File: config.mk
export PLATFORM = sky130hd
export DESIGN_NAME = c17_bist_ctrl
export DESIGN_NICKNAME = d
export VERILOG_FILES = /design/src/rtl/c17_bist_pkg.sv /design/src/rtl/c17_bist_misr.sv /design/src/rtl/c17_bist_ctrl.sv
export SDC_FILE = /design/constraint.sdc
export NUM_CORES = 1
export LEC_CHECK = 0
export BUFFER_PORTS_ARGS = -buffer_cell sky130_fd_sc_hd__buf_2
export CAP_MARGIN = 20
export CORE_MARGIN = 1
export CORE_UTILIZATION = 45
export DETAILED_ROUTE_END_ITERATION = 12
export GPL_TIMING_DRIVEN = 0
export PLACE_DENSITY = 0.63
export REMOVE_ABC_BUFFERS = 1
export SLEW_MARGIN = 0
export SYNTH_ARGS = -nofsm -noshare
export SYNTH_HDL_FRONTEND = slang
export SYNTH_HIERARCHICAL = 1
export SYNTH_SLANG_ARGS = --single-unit
export TNS_END_PERCENT = 50
File: constraint.sdc
create_clock -name clk -period 4.84 [get_ports clk]
set_input_delay 0.484 -clock clk [delete_from_list [all_inputs] [get_ports clk]]
set_output_delay 0.484 -clock clk [all_outputs]
set_load 0.02 [all_outputs]
File: src/rtl/c17_bist_pkg.sv
// Shared types and constants for the c17 BIST sequencer.
// Holds the FSM state enum, core latency, LFSR/MISR taps and the LFSR step helper.
package c17_bist_pkg;

    typedef enum logic [1:0] {
        IDLE,
        RUN,
        DRAIN,
        DONE
    } state_t;

    localparam int          CUT_LATENCY = 2;
    localparam logic [4:0]  LFSR_TAPS   = 5'b10100;
    localparam logic [15:0] MISR_TAPS   = 16'h1021;

    // x^5+x^3+1, shift left, feedback into bit 0
    function automatic logic [4:0] lfsr_next(input logic [4:0] s);
        return {s[3:0], ^(s & LFSR_TAPS)};
    endfunction

endpackage

File: src/rtl/c17_bist_misr.sv
// Multiple-input signature register compacting the 2-bit core response.
// Ports: clk, reset, clr_i (sync clear), en_i (update), data_i[1:0], sig_o.
module c17_bist_misr
    import c17_bist_pkg::*;
#(
    parameter int MISR_W = 16
) (
    input  logic              clk,
    input  logic              reset,
    input  logic              clr_i,
    input  logic              en_i,
    input  logic [1:0]        data_i,
    output logic [MISR_W-1:0] sig_o
);

    localparam logic [MISR_W-1:0] TAPS = MISR_TAPS[MISR_W-1:0];

    logic [MISR_W-1:0] misr_q;
    logic [MISR_W-1:0] misr_d;

    always_comb begin
        misr_d = misr_q;
        if (clr_i) begin
            misr_d = '0;
        end else if (en_i) begin
            misr_d = {misr_q[MISR_W-2:0], 1'b0}
                   ^ (misr_q[MISR_W-1] ? TAPS : '0)
                   ^ {{(MISR_W-2){1'b0}}, data_i};
        end
    end

    always_ff @(posedge clk or posedge reset) begin
        if (reset) begin
            misr_q <= '0;
        end else begin
            misr_q <= misr_d;
        end
    end

    assign sig_o = misr_q;

endmodule

File: src/rtl/c17_bist_ctrl.sv
// BIST sequencer for the registered c17 core: drives patterns, compacts responses, checks signature.
// Ports: clk, reset, start, abort, cut_in[4:0], cut_out[1:0], busy, done, pass, signature, pat_idx[9:0].
// Build option: C17_BIST_EXHAUSTIVE_EN swaps the LFSR for a 0..31 up-counter over 32 patterns.
module c17_bist_ctrl
    import c17_bist_pkg::*;
#(
    parameter int              NUM_PATTERNS = 31,
    parameter logic [4:0]      SEED         = 5'b00001,
    parameter int              MISR_W       = 16,
    parameter logic [MISR_W-1:0] GOLDEN_SIG = '0
) (
    input  logic              clk,
    input  logic              reset,
    input  logic              start,
    input  logic              abort,
    output logic [4:0]        cut_in,
    input  logic [1:0]        cut_out,
    output logic              busy,
    output logic              done,
    output logic              pass,
    output logic [MISR_W-1:0] signature,
    output logic [9:0]        pat_idx
);

`ifdef C17_BIST_EXHAUSTIVE_EN
    localparam int         NPAT     = 32;
    localparam logic [4:0] SEED_EFF = 5'd0;

    function automatic logic [4:0] pat_next(input logic [4:0] p);
        return p + 5'd1;
    endfunction
`else
    localparam int         NPAT     = NUM_PATTERNS;
    localparam logic [4:0] SEED_EFF = (SEED == 5'd0) ? 5'd1 : SEED;

    function automatic logic [4:0] pat_next(input logic [4:0] p);
        return lfsr_next(p);
    endfunction
`endif

    localparam logic [9:0] LAST_IDX = 10'(NPAT - 1);
    localparam logic [1:0] LAST_DRN = 2'(CUT_LATENCY - 1);

    state_t     state_q, state_d;
    logic [4:0] pat_q, pat_d;
    logic [9:0] idx_q, idx_d;
    logic [1:0] drn_q, drn_d;
    logic [1:0] vld_q, vld_d;
    logic       pass_q, pass_d;
    logic       misr_clr;
    logic       abort_hit;

    always_comb begin
        state_d  = state_q;
        pat_d    = pat_q;
        idx_d    = idx_q;
        drn_d    = drn_q;
        pass_d   = pass_q;
        misr_clr = 1'b0;
        // vld_q[1] marks the cycle whose cut_out belongs to a driven pattern
        vld_d    = {vld_q[0], state_q == RUN};
        unique case (state_q)
            IDLE: begin
                if (start) begin
                    state_d  = RUN;
                    pat_d    = SEED_EFF;
                    idx_d    = '0;
                    pass_d   = 1'b0;
                    misr_clr = 1'b1;
                end
            end
            RUN: begin
                if (abort) begin
                    state_d = IDLE;
                    pass_d  = 1'b0;
                    vld_d   = '0;
                end else if (idx_q == LAST_IDX) begin
                    state_d = DRAIN;
                    drn_d   = '0;
                end else begin
                    pat_d = pat_next(pat_q);
                    idx_d = idx_q + 10'd1;
                end
            end
            DRAIN: begin
                if (abort) begin
                    state_d = IDLE;
                    pass_d  = 1'b0;
                    vld_d   = '0;
                end else if (drn_q == LAST_DRN) begin
                    state_d = DONE;
                end else begin
                    drn_d = drn_q + 2'd1;
                end
            end
            DONE: begin
                pass_d  = (signature == GOLDEN_SIG);
                state_d = IDLE;
            end
            default: state_d = IDLE;
        endcase
    end

    always_ff @(posedge clk or posedge reset) begin
        if (reset) begin
            state_q <= IDLE;
            pat_q   <= '0;
            idx_q   <= '0;
            drn_q   <= '0;
            vld_q   <= '0;
            pass_q  <= 1'b0;
        end else begin
            state_q <= state_d;
            pat_q   <= pat_d;
            idx_q   <= idx_d;
            drn_q   <= drn_d;
            vld_q   <= vld_d;
            pass_q  <= pass_d;
        end
    end

    // An aborted run leaves the signature exactly as it was
    assign abort_hit = abort & busy;

    c17_bist_misr #(
        .MISR_W (MISR_W)
    ) u_misr (
        .clk    (clk),
        .reset  (reset),
        .clr_i  (misr_clr),
        .en_i   (vld_q[1] & ~abort_hit),
        .data_i (cut_out),
        .sig_o  (signature)
    );

    assign cut_in  = pat_q;
    assign pat_idx = idx_q;
    assign busy    = (state_q == RUN) || (state_q == DRAIN);
    assign done    = (state_q == DONE);
    assign pass    = pass_q;

endmodule
# Word-level counts from Yosys, hierarchy flattened
# Cells that the tools add are included.
# W data, S select, Z words.
totals:
  mem_count: 0
  word_cells: 70
  romBits: 0
  latchBits: 0
  mem_bits_rw: 0
  out_inout_bits: 34
  inputBits: 6
  register_bits: 38
classes:
  div: 0
  eq_ne: 14
  bitwise_logic: 5
  n_reduce_logical: 12
  magnitude_cmp: 0
  addsub: 2
  n_mux: 30
  mul: 0
  shift: 0
ops:
  columns: ["op", "n"]
  rows:
  - ["$mux W16", 2]
  - ["$mux W10", 3]
  - ["$mux W2", 11]
  - ["$pmux W10 S2", 1]
  - ["$logic_not A16 Y1", 1]
  - ["$xor A16 B16 Y16", 1]
  - ["$xor A16 B2 Y16", 1]
  - ["$mux W5", 3]
  - ["$mux W13", 1]
  - ["$add A10 B1 Y10 const B", 1]
  - ["$eq A10 B5 Y1 const B", 1]
  - ["$ne A2 B2 Y1 const B", 5]
  - ["$pmux W5 S2", 1]
  - ["$pmux W2 S2", 2]
  - ["$pmux W2 S4", 1]
  - ["$reduce_bool A2 Y1", 3]
  - ["$reduce_and A5 Y1", 1]
  - ["$reduce_xor A5 Y1", 1]
  - ["$eq A2 B1 Y1 const B", 2]
  - ["$eq A2 B2 Y1 const B", 2]
  - ["$mux W1", 4]
  - ["$ne A2 B1 Y1 const B", 2]
  - ["$reduce_and A4 Y1", 1]
  - ["$ne A3 B2 Y1 const B", 1]
  - ["other kinds (10)", 11]

# Logic depth before layout (Yosys ltp)
# Gate-level depths: netlist of run 1.
depth:
  depth_word: 7
  ltp_mapped: 7
  mapped_depth_nobuf: 6

# Hierarchy
# Netlist of run 1, hierarchy kept.
by_module_without_submodules:
  columns: ["module", "cells_each", "area_per_inst_um2", "seq_area_each_um2", "instances"]
  rows:
  - ["c17_bist_ctrl", 128, 1301.2, 550.5, 1]
  - ["c17_bist_misr", 57, 689.4, 400.4, 1]

# Worst setup path after synthesis of run 1
# No wires, ideal clock.
synth_path:
  kind: "reg-to-reg"
  startpoint: "register idx_q[5], in the netlist pat_idx[5]"
  endpoint: "register drn_q[0]"
  t_arrival_ns: 2.008
  period_less_slack_ns: 2.136
  t_required_ns: 4.712
  setup_slack_ns: 2.704
  setup_time_ns: 0.128
  n_path_buf: 0
  stages_incl_launch_ff: 5
  path_cell_list: "dfrtp_1 > or4_4 > or3_4 > a221oi_4 > mux2_1"
synth_via:
  elab_chain_cells: 3
synth_rtl:
  columns: ["element", "line", "rtl"]
  rows:
  - ["start, declared", "c17_bist_ctrl.sv:46", "logic [9:0] idx_q, idx_d;"]
  - ["start signal, assigned", "c17_bist_ctrl.sv:115", "idx_q <= idx_d;"]
  - ["$eq A10 B5 Y1", "c17_bist_ctrl.sv:77", "end else if (idx_q == LAST_IDX) begin"]
  - ["$ne A2 B1 Y1 (no line)", null, null]
  - ["$reduce_and A5 Y1 (no line)", null, null]
  - ["end signal, assigned", "c17_bist_ctrl.sv:116", "drn_q <= drn_d;"]
  - ["end, declared", "c17_bist_ctrl.sv:47", "logic [1:0] drn_q, drn_d;"]
# No other way between the ends.
# A chain may end at the register's enable or synchronous reset.

# Worst setup path in the final report of run 1
# Ends and elaborated chain as after synthesis.

==> results.cfg, run 1 <==
[place]
io_buffers = 39
hpwlAfterDp_um = 3170
place_inst = 269
place.gp.congestion = 0.862
place_worst_setup_slack_ns = 2.67

[synthesis]
proportion_of_netlist_area_held_by_the_largest_area_contributor = 0.478
cell_type_with_the_highest_aggregate_area_in_the_netlist = sky130_fd_sc_hd__dfrtp_1
synth_edf_count = 0
fraction_of_registers_with_async_set_reset = 1.00
synthTopCellsByArea = sky130_fd_sc_hd__dfrtp_1 (48%), sky130_fd_sc_hd__mux2i_1 (7.0%), sky130_fd_sc_hd__ha_1 (5.0%), sky130_fd_sc_hd__nor2_1 (4.0%), sky130_fd_sc_hd__o21ai_0 (2.3%)
synth_area_um2 = 1990
yosys_register_bits = 38
yosysSeqAreaShare = 0.478
yosys_warnings = 6
syn-mean-instance-area_um2 = 10.8
post_synth_num_cell_types = 45
post_synth_inst_count = 185
synthTopCellsByCount = sky130_fd_sc_hd__dfrtp_1 (38), sky130_fd_sc_hd__nor2_1 (21), sky130_fd_sc_hd__mux2i_1 (14), sky130_fd_sc_hd__inv_1 (11), sky130_fd_sc_hd__o21ai_0 (9)
synth_ff_type = sky130_fd_sc_hd__dfrtp_1
most_frequent_cell_after_synthesis = sky130_fd_sc_hd__dfrtp_1

[floorplan]
placement_rows = 23
num_io_pins = 40
die_width_um = 68.5
area_of_the_die_um2 = 4690
floorplan.die.height_um = 68.5
initial_core_util = 0.484
core_area_um2 = 4120

[clock_network]
post_cts_hold_buffers = 0
clock_tree.htree_level_count = 2
post_cts.resized_instances = 0
ctsRootBufferMaster = sky130_fd_sc_hd__clkbuf_8
max_root_sink_buffers = 2
clkSlewWorstSetupHoldPaths_ns = 0.08
tritoncts = done
post_cts_buffers = 0
clk_latency_ns = 0.29
cts-buffers-inserted = 5
cts_sinks = 38

[timing]
unrepaired_setup_endpoints_after_global_routing = no
finalWorstPathRequiredPeriod_ns = 2.17
layout_setup_ws_ns = 2.67
slew-limit-headroom = 0.433
finalClockSkew_ns = 0.00856
setup-tns-final_ns = 0
max_freq_mhz = 462
worst_slew_pin_slew_ns = 0.850
final.period_utilization = 0.448
finalHoldViolCount = 0
report.final.setup_viol = 0
slew_violations = 0

[grt]
grt_antenna_before_repair = 0
grt_pass1_wl_um = 7020
first_global_vias = 1471
largest_net_degree_at_the_start_of_global_routing = 23
globalRoute.totalOverflow = 0
global_route.usage.total = 0.209

[layout]
area_growth_pct = 16.8
final_net_count = 240
antenna-diode-count = 0
postLayoutCoreUtil = 0.565
drive_above_1_share = 0.269
final_cells = 277

[setup_path]
criticalPathCategory = flop to flop
critical_path.max_fanout = 8
critPathCaptureType = flop
cp_data_arrival_time_ns = 2.35
crit_required_ns = 5.02
crit_path_start_kind = flop

[drt]
vias = 1552
drtIter0Drc = 73
routed_wl_um = 4280
drtPass1Iterations = 4
postRouteAntennaNets = 0
viasPerCell = 5.60
detail_route.wl_per_cell_um = 15.5
drc_markers = 0

[worst_hold_path]
hold_path_class = input port to asynchronous set/reset pin

[power_and_ir_drop]
ir_drop_worst_case_vdd_mv = 0.230
static-leakage-power_nw = 1.14
power_density_over_the_cells_nw_per_um2 = 508

[run_status]
run_status = finished, final reports clean

[job]
cap_viol_max_count = 0
cells by family after synthesis:
family / count (synthesis) / share of synthesized area
AO/OA/AOI/OAI: 40 / 0.158
XOR/XNOR: 5 / 0.0220
adder cells (fa/ha/maj): 8 / 0.0503
buffers and inverters: 17 / 0.0371
flip-flops: 38 / 0.478
multiplexers: 19 / 0.0987
AND/OR/NAND/NOR: 58 / 0.157
stage by stage:
| stage | area (um2) | power (mW) | hold WS (ns) |
|---|---|---|---|
| after floorplan | 1960 | 0.818 | 0.398 |
| after global placement | 2220 | 0.939 | 0.478 |
| after detailed placement | 2230 | 0.959 | 0.470 |
| after CTS | 2330 | 1.19 | 0.276 |
| after global routing | 2330 | 1.27 | 0.305 |
| final | 2330 | 1.18 | 0.265 |
placed cells by master, fill, tap and decap left out, types with 2 or more instances in the layout:
| master | instances |
|---|---|
| sky130_fd_sc_hd__dfrtp_1 | 38 |
| sky130_fd_sc_hd__a211oi_2 | 3 |
| sky130_fd_sc_hd__mux2i_1 | 14 |
| sky130_fd_sc_hd__buf_2 | 39 |
| sky130_fd_sc_hd__nor2_1 | 21 |
| sky130_fd_sc_hd__a21oi_1 | 4 |
| sky130_fd_sc_hd__a221o_1 | 2 |
| sky130_fd_sc_hd__nand3_1 | 5 |
| sky130_fd_sc_hd__clkbuf_8 | 6 |
| sky130_fd_sc_hd__nand2b_1 | 6 |
| sky130_fd_sc_hd__o21ai_0 | 9 |
| sky130_fd_sc_hd__xnor2_1 | 5 |
| sky130_fd_sc_hd__a31oi_1 | 4 |
| sky130_fd_sc_hd__inv_1 | 11 |
| sky130_fd_sc_hd__o31ai_1 | 3 |
| sky130_fd_sc_hd__nand2_1 | 3 |
| sky130_fd_sc_hd__nor2b_1 | 3 |
| sky130_fd_sc_hd__nor4_1 | 3 |
| sky130_fd_sc_hd__ha_1 | 8 |
| sky130_fd_sc_hd__mux2_2 | 4 |
| sky130_fd_sc_hd__a22o_1 | 5 |
| sky130_fd_sc_hd__nor3_1 | 6 |
power by group:
group | total, mW | internal, mW | switching, mW
sequential | 0.428 | 0.373 | 0.0549
combinational | 0.527 | 0.199 | 0.328
clock | 0.226 | 0.114 | 0.112
total | 1.18 | 0.686 | 0.495
worst paths after layout:
path	endpoint	start	slack, ns	cells past startpoint
max	drn_q[0]$_DFFE_PP0P_	pat_idx[5]$_DFFE_PP0P_	2.67	4
min	u_misr/sig_o[12]$_DFFE_PP0P_	reset	0.27	2
max reg2reg	drn_q[0]$_DFFE_PP0P_	pat_idx[5]$_DFFE_PP0P_	2.67	4
min reg2reg	pass$_DFFE_PP0P_	pass$_DFFE_PP0P_	0.49	2
max in group asynchronous	pat_idx[8]$_DFFE_PP0P_	reset	3.94	2
min in group clk	pass$_DFFE_PP0P_	pass$_DFFE_PP0P_	0.49	2
routing by layer:
metal | GRT usage | share of wire
met3 | 0.0411 | 0.038
met2 | 0.325 | 0.46
met1 | 0.277 | 0.48
met4 | 0.102 | 0.021
met5 | 0 | 0
critical path: stages (launching register included):
cell	delay (ns)
sky130_fd_sc_hd__dfrtp_1	0.46
sky130_fd_sc_hd__or4_4	0.57
sky130_fd_sc_hd__or3_4	0.39
sky130_fd_sc_hd__a221oi_4	0.29
sky130_fd_sc_hd__mux2_1	0.35
final cells by class:
cell class	count	area, um2
inverters	11	41.3
clock buffers	6	82.6
repair buffers	40	206
fillers	386	1790
clock inverters	2	12.5
multi-input cells	130	970
flip-flops and latches	38	951
well taps	50	62.6
flip-flops by register name, summed over array words and instances, names as in the netlist:
signal / cells
cut_in: 5
drn_q: 2
pass: 1
pat_idx: 10
state_q: 2
u_misr/sig_o: 16
vld_q: 2
No activity file was read; power rests on OpenSTA's default activity.
==> inputs of run 2 (changes only) <==
- PLACE_DENSITY: 0.63 -> 0.66
- clock period: 4.84 -> 1.93 ns (I/O delays scaled with it)
==> results.cfg, run 2 (synthesis gave the netlist of run 1 again) <==
[setup_path]
worstSetupEndpoint = drn_q[0]$_DFFE_PP0P_
critPathSlowestCell = sky130_fd_sc_hd__or4_4
worstPathCellList = or4_4, or3_4, a221oi_4, mux2_4
crit_path_start_kind = flop
criticalPathCategory = flop to flop
worst_setup_path_startpoint = pat_idx[6]$_DFFE_PP0P_
r2r_setup_slack_ns = -0.09
regToRegEndpoint = drn_q[0]$_DFFE_PP0P_
crit_required_ns = 2.11
regToRegStartpoint = pat_idx[6]$_DFFE_PP0P_
cp_data_arrival_time_ns = 2.20
critPathCaptureType = flop
worst_path_largest_cell_delay_ns = 0.52
critical_path.max_fanout = 4
rr_worst_depth = 4

[place]
place.gp.congestion = 0.817
io_buffers = 39
place_worst_setup_slack_ns = -0.197
hpwlAfterDp_um = 2930

[clock_network]
clock_tree.htree_level_count = 2
cts_sinks = 38
ctsRootBufferMaster = sky130_fd_sc_hd__clkbuf_8
clkSlewWorstSetupHoldPaths_ns = 0.08
cts-buffers-inserted = 5
tritoncts = done
clk_latency_ns = 0.29
max_root_sink_buffers = 2

[drt]
postRouteAntennaNets = 0
drc_markers = 0
top_signal_layer_used = met4
drtIter0Drc = 103
drtPass1Iterations = 7
viasPerCell = 5.56
route.layer.met1.wl_um = 2050
route.met2.wl_um = 2110
wl_met3_um = 165
detail_route.wl_per_cell_um = 15.4
vias = 1584
routed_wl_um = 4390

[grt]
globalRoute.totalOverflow = 0
grt_pass1_wl_um = 7330
first_global_vias = 1482
largest_net_degree_at_the_start_of_global_routing = 23
global_route.usage.total = 0.216
grt_antenna_before_repair = 0

[layout]
mostFrequentLayoutCells = sky130_fd_sc_hd__buf_2 (39), sky130_fd_sc_hd__dfrtp_1 (37), sky130_fd_sc_hd__nor2_1 (20)
count_of_filler_cells_inserted_in_the_layout = 363
number_of_flip_flops_under_the_largest_register_name = 16
area_growth_pct = 24.2
final_common_cell = sky130_fd_sc_hd__buf_2
drive_above_1_share = 0.319
final_net_count = 248
antenna-diode-count = 0

[timing]
finalClockSkew_ns = 0.00523
finalHoldViolCount = 0
whs_ns = 0.191
report.final.setup_viol = 6
slew-limit-headroom = 0.416
slew_violations = 0
final.period_utilization = 1.05
unrepaired_setup_endpoints_after_global_routing = yes
finalWorstPathRequiredPeriod_ns = 2.02
max_freq_mhz = 495
worst_slew_pin_slew_ns = 0.876
layout_setup_ws_ns = -0.0915

[run_status]
violated_checks = setup timing
run_status = complete, but fails checks

[power_and_ir_drop]
static-leakage-power_nw = 1.20
ir_drop_worst_case_vdd_mv = 0.775
finalPower_mw = 3.34
power_density_over_the_cells_nw_per_um2 = 1350

[floorplan]
area_of_the_die_um2 = 4690
placement_rows = 23
core_area_um2 = 4120
die_width_um = 68.5
floorplan.die.height_um = 68.5
initial_core_util = 0.484
num_io_pins = 40

[worst_hold_path]
hold_path_class = input port to flop

[job]
cap_viol_max_count = 0
## run 2: changes by cell type in the layout (fill, tap and decap cells not counted), moves of 2 or more
cell / delta
sky130_fd_sc_hd__ha_2: +2
sky130_fd_sc_hd__bufinv_16: +2
sky130_fd_sc_hd__ha_1: -2
sky130_fd_sc_hd__buf_4: +7
## run 2: worst min path at each step
stage | from | depth (start not counted) | slack, ns | endpoint
2_1_floorplan | reset | 1 | 0.11 | u_misr/sig_o[0]$_DFFE_PP0P_
3_3_place_gp | reset | 2 | 0.30 | u_misr/sig_o[13]$_DFFE_PP0P_
3_5_place_dp | reset | 2 | 0.31 | u_misr/sig_o[13]$_DFFE_PP0P_
4_1_cts | cut_out[1] | 3 | 0.19 | u_misr/sig_o[1]$_DFFE_PP0P_
5_1_grt | cut_out[0] | 3 | 0.21 | u_misr/sig_o[0]$_DFFE_PP0P_
6_report | cut_out[1] | 3 | 0.19 | u_misr/sig_o[1]$_DFFE_PP0P_
## run 2: final cells by class
type / count / area [um2] / area share
multi-input cells: 130 / 1000 / 0.405
flip-flops and latches: 38 / 952 / 0.385
repair buffers: 48 / 278 / 0.112
clock buffers: 5 / 68.8 / 0.0278
clock inverters: 3 / 68.8 / 0.0278
well taps: 50 / 62.6 / 0.0253
inverters: 11 / 41.3 / 0.0167
## run 2: what timing repair did
item                                    4_1_cts  5_1_grt
resized for setup                             5        5
endpoints found under the setup margin       14       21
buffers inserted                              6        1
pin swaps                                     4        3
hold buffers                                  1        0
hold endpoints to repair                     16        0
## run 2: layer usage
metal | vias to the layer above | GRT usage
li1 | 763 | -
met1 | 775 | 0.277
met2 | 38 | 0.359
met3 | 8 | 0.0510
met4 | 0 | 0.0703
met5 | - | 0
## run 2: stage by stage
stage,TNS [ns],instances,area (um2),utilization
2_1_floorplan,-21.81,179,1960,-
3_3_place_gp,-30.61,268,2220,0.538
3_5_place_dp,-1.70,269,2230,0.543
4_1_cts,-0.564,284,2450,0.594
5_1_grt,-0.877,285,2470,0.601
6_report,-0.329,285,2470,0.601
## run 2: critical path, delay by kind of cell (launching register included)
| family | cells | cell delay [ns] |
|---|---|---|
| AOI/OAI and AO/OA | 1 | 0.27 |
| DFF | 1 | 0.40 |
| muxes | 1 | 0.33 |
| and+or+nand+nor | 2 | 0.91 |
## run 2: power by group
group          switching [mW]  internal, mW
clock                   0.298         0.518
combinational           0.865         0.579
sequential              0.139         0.935
==> inputs of run 3 (changes only) <==
- CAP_MARGIN: 20 -> default
- PLACE_DENSITY: 0.66 -> 0.7
==> results.cfg, run 3 (synthesis gave the netlist of run 1 again) <==
[run_status]
run_status = complete, but fails checks
violated_checks = setup timing

[power_and_ir_drop]
ir_drop_worst_case_vdd_mv = 0.684
pwr-share-clk = 0.200
finalPower_mw = 3.15
power_density_over_the_cells_nw_per_um2 = 1290
static-leakage-power_nw = 1.19
p_seq_frac = 0.343
p_sw_mw = 1.27
internal_power_contribution_mw = 1.88
pwr-share-comb = 0.458
power.share.switching = 0.403

[setup_path]
critical_path.max_fanout = 3
criticalPathCategory = flop to flop
worst_setup_path_startpoint = pat_idx[5]$_DFFE_PP0P_
rr_worst_depth = 4
critPathSlowestCell = sky130_fd_sc_hd__or4_4
regToRegStartpoint = pat_idx[5]$_DFFE_PP0P_
worst_path_largest_cell_delay_ns = 0.52
worstPathCellList = or4_4, or3_4, a221oi_4, mux2_4
crit_required_ns = 2.10
crit_path_start_kind = flop
critPathCaptureType = flop
cp_data_arrival_time_ns = 2.20

[clock_network]
clock_tree.htree_level_count = 2
clk_latency_ns = 0.29
cts-buffers-inserted = 5
tritoncts = done
max_root_sink_buffers = 2
ctsRootBufferMaster = sky130_fd_sc_hd__clkbuf_8
clkSlewWorstSetupHoldPaths_ns = 0.08
cts_sinks = 38

[timing]
report.final.setup_viol = 12
finalClockSkew_ns = 0.00860
setup-tns-final_ns = -0.375
whs_ns = 0.210
max_freq_mhz = 492
finalWorstPathRequiredPeriod_ns = 2.03
worst_slew_pin_slew_ns = 0.849
slew-limit-headroom = 0.434
unrepaired_setup_endpoints_after_global_routing = yes
finalHoldViolCount = 0
layout_setup_ws_ns = -0.102
final.period_utilization = 1.05
slew_violations = 0

[drt]
drc_markers = 0
detail_route.wl_per_cell_um = 14.9
drtIter0Drc = 143
routed_wl_um = 4250
drtPass1Iterations = 4
viasPerCell = 5.54
vias = 1578
postRouteAntennaNets = 0

[layout]
final_net_count = 248
number_of_flip_flops_under_the_largest_register_name = 16
drive_above_1_share = 0.332
antenna-diode-count = 0
final_common_cell = sky130_fd_sc_hd__buf_2
final_cells = 285
fin_area_um2 = 2450
area_growth_pct = 23.1
count_of_filler_cells_inserted_in_the_layout = 373
mostFrequentLayoutCells = sky130_fd_sc_hd__buf_2 (39), sky130_fd_sc_hd__dfrtp_1 (37), sky130_fd_sc_hd__nor2_1 (20)

[place]
io_buffers = 39
placed_area_um2 = 2230
place.gp.congestion = 0.824
hpwlAfterDp_um = 2840
place_inst = 269

[grt]
globalRoute.totalOverflow = 0
grt_antenna_before_repair = 0
global_route.usage.total = 0.198
grt_pass1_wl_um = 6710
largest_net_degree_at_the_start_of_global_routing = 23
first_global_vias = 1388

[floorplan]
initial_core_util = 0.484
num_io_pins = 40
area_of_the_die_um2 = 4690
floorplan.die.height_um = 68.5
placement_rows = 23
die_width_um = 68.5
core_area_um2 = 4120

[worst_hold_path]
hold_start = abort
hold_path_class = input port to flop
hold-path-cell-count = 2

[job]
cap_viol_max_count = 0
run 3: worst max-delay path, delay by kind of cell (launching register included):
| kind | cells | cell delay [ns] |
|---|---|---|
| flip-flops | 1 | 0.41 |
| AND/OR/NAND/NOR | 2 | 0.89 |
| AO/OA/AOI/OAI | 1 | 0.28 |
| multiplexers | 1 | 0.32 |
run 3: cell type report:
type,instances,area [um2],share of cell area
clock buffers,8,110,0.0449
inverters,11,41.3,0.0169
repair buffers,48,277,0.113
well taps,50,62.6,0.0255
flip-flops and latches,38,952,0.389
multi-input cells,130,1010,0.411
run 3: final timing paths:
kind / end / slack, ns
min in group asynchronous: u_misr/sig_o[13]$_DFFE_PP0P_ / 0.57
worst max register to register: drn_q[0]$_DFFE_PP0P_ / -0.10
worst max-delay path: drn_q[0]$_DFFE_PP0P_ / -0.10
worst min-delay path: vld_q[0]$_DFF_PP0_ / 0.21
max in group asynchronous: pat_idx[5]$_DFFE_PP0P_ / 0.67
worst min register to register: pass$_DFFE_PP0P_ / 0.49
run 3: through the flow:
step | worst slack (ns) | util
after CTS | -0.133 | 0.589
final | -0.102 | 0.595
after global routing | -0.150 | 0.595
after floorplan | -1.32 | -
after detailed placement | -0.184 | 0.543
after global placement | -1.83 | 0.538
run 3: power by group through the flow:
stage	sequential, mW	combinational [mW]	clock, mW
2_1_floorplan	1.18	0.873	0
3_3_place_gp	1.08	1.29	0
3_5_place_dp	1.08	1.32	0
4_1_cts	1.07	1.41	0.642
5_1_grt	1.10	1.58	0.681
6_report	1.08	1.44	0.629
run 3: routing by layer:
metal  vias up  GRT usage  wire (um)
met1       770      0.257       1940
met4         0     0.0547         40
met5         -          0          0
met2        43      0.321       2080
li1        761          -          -
met3         4     0.0543        199
run 3: what timing repair did:
action	4_1_cts	5_1_grt
hold endpoints to repair	16	0
hold buffers	1	0
cloned	0	0
endpoints found under the setup margin	22	17
resized for setup	7	6
buffers inserted	6	1
pin swaps	2	2
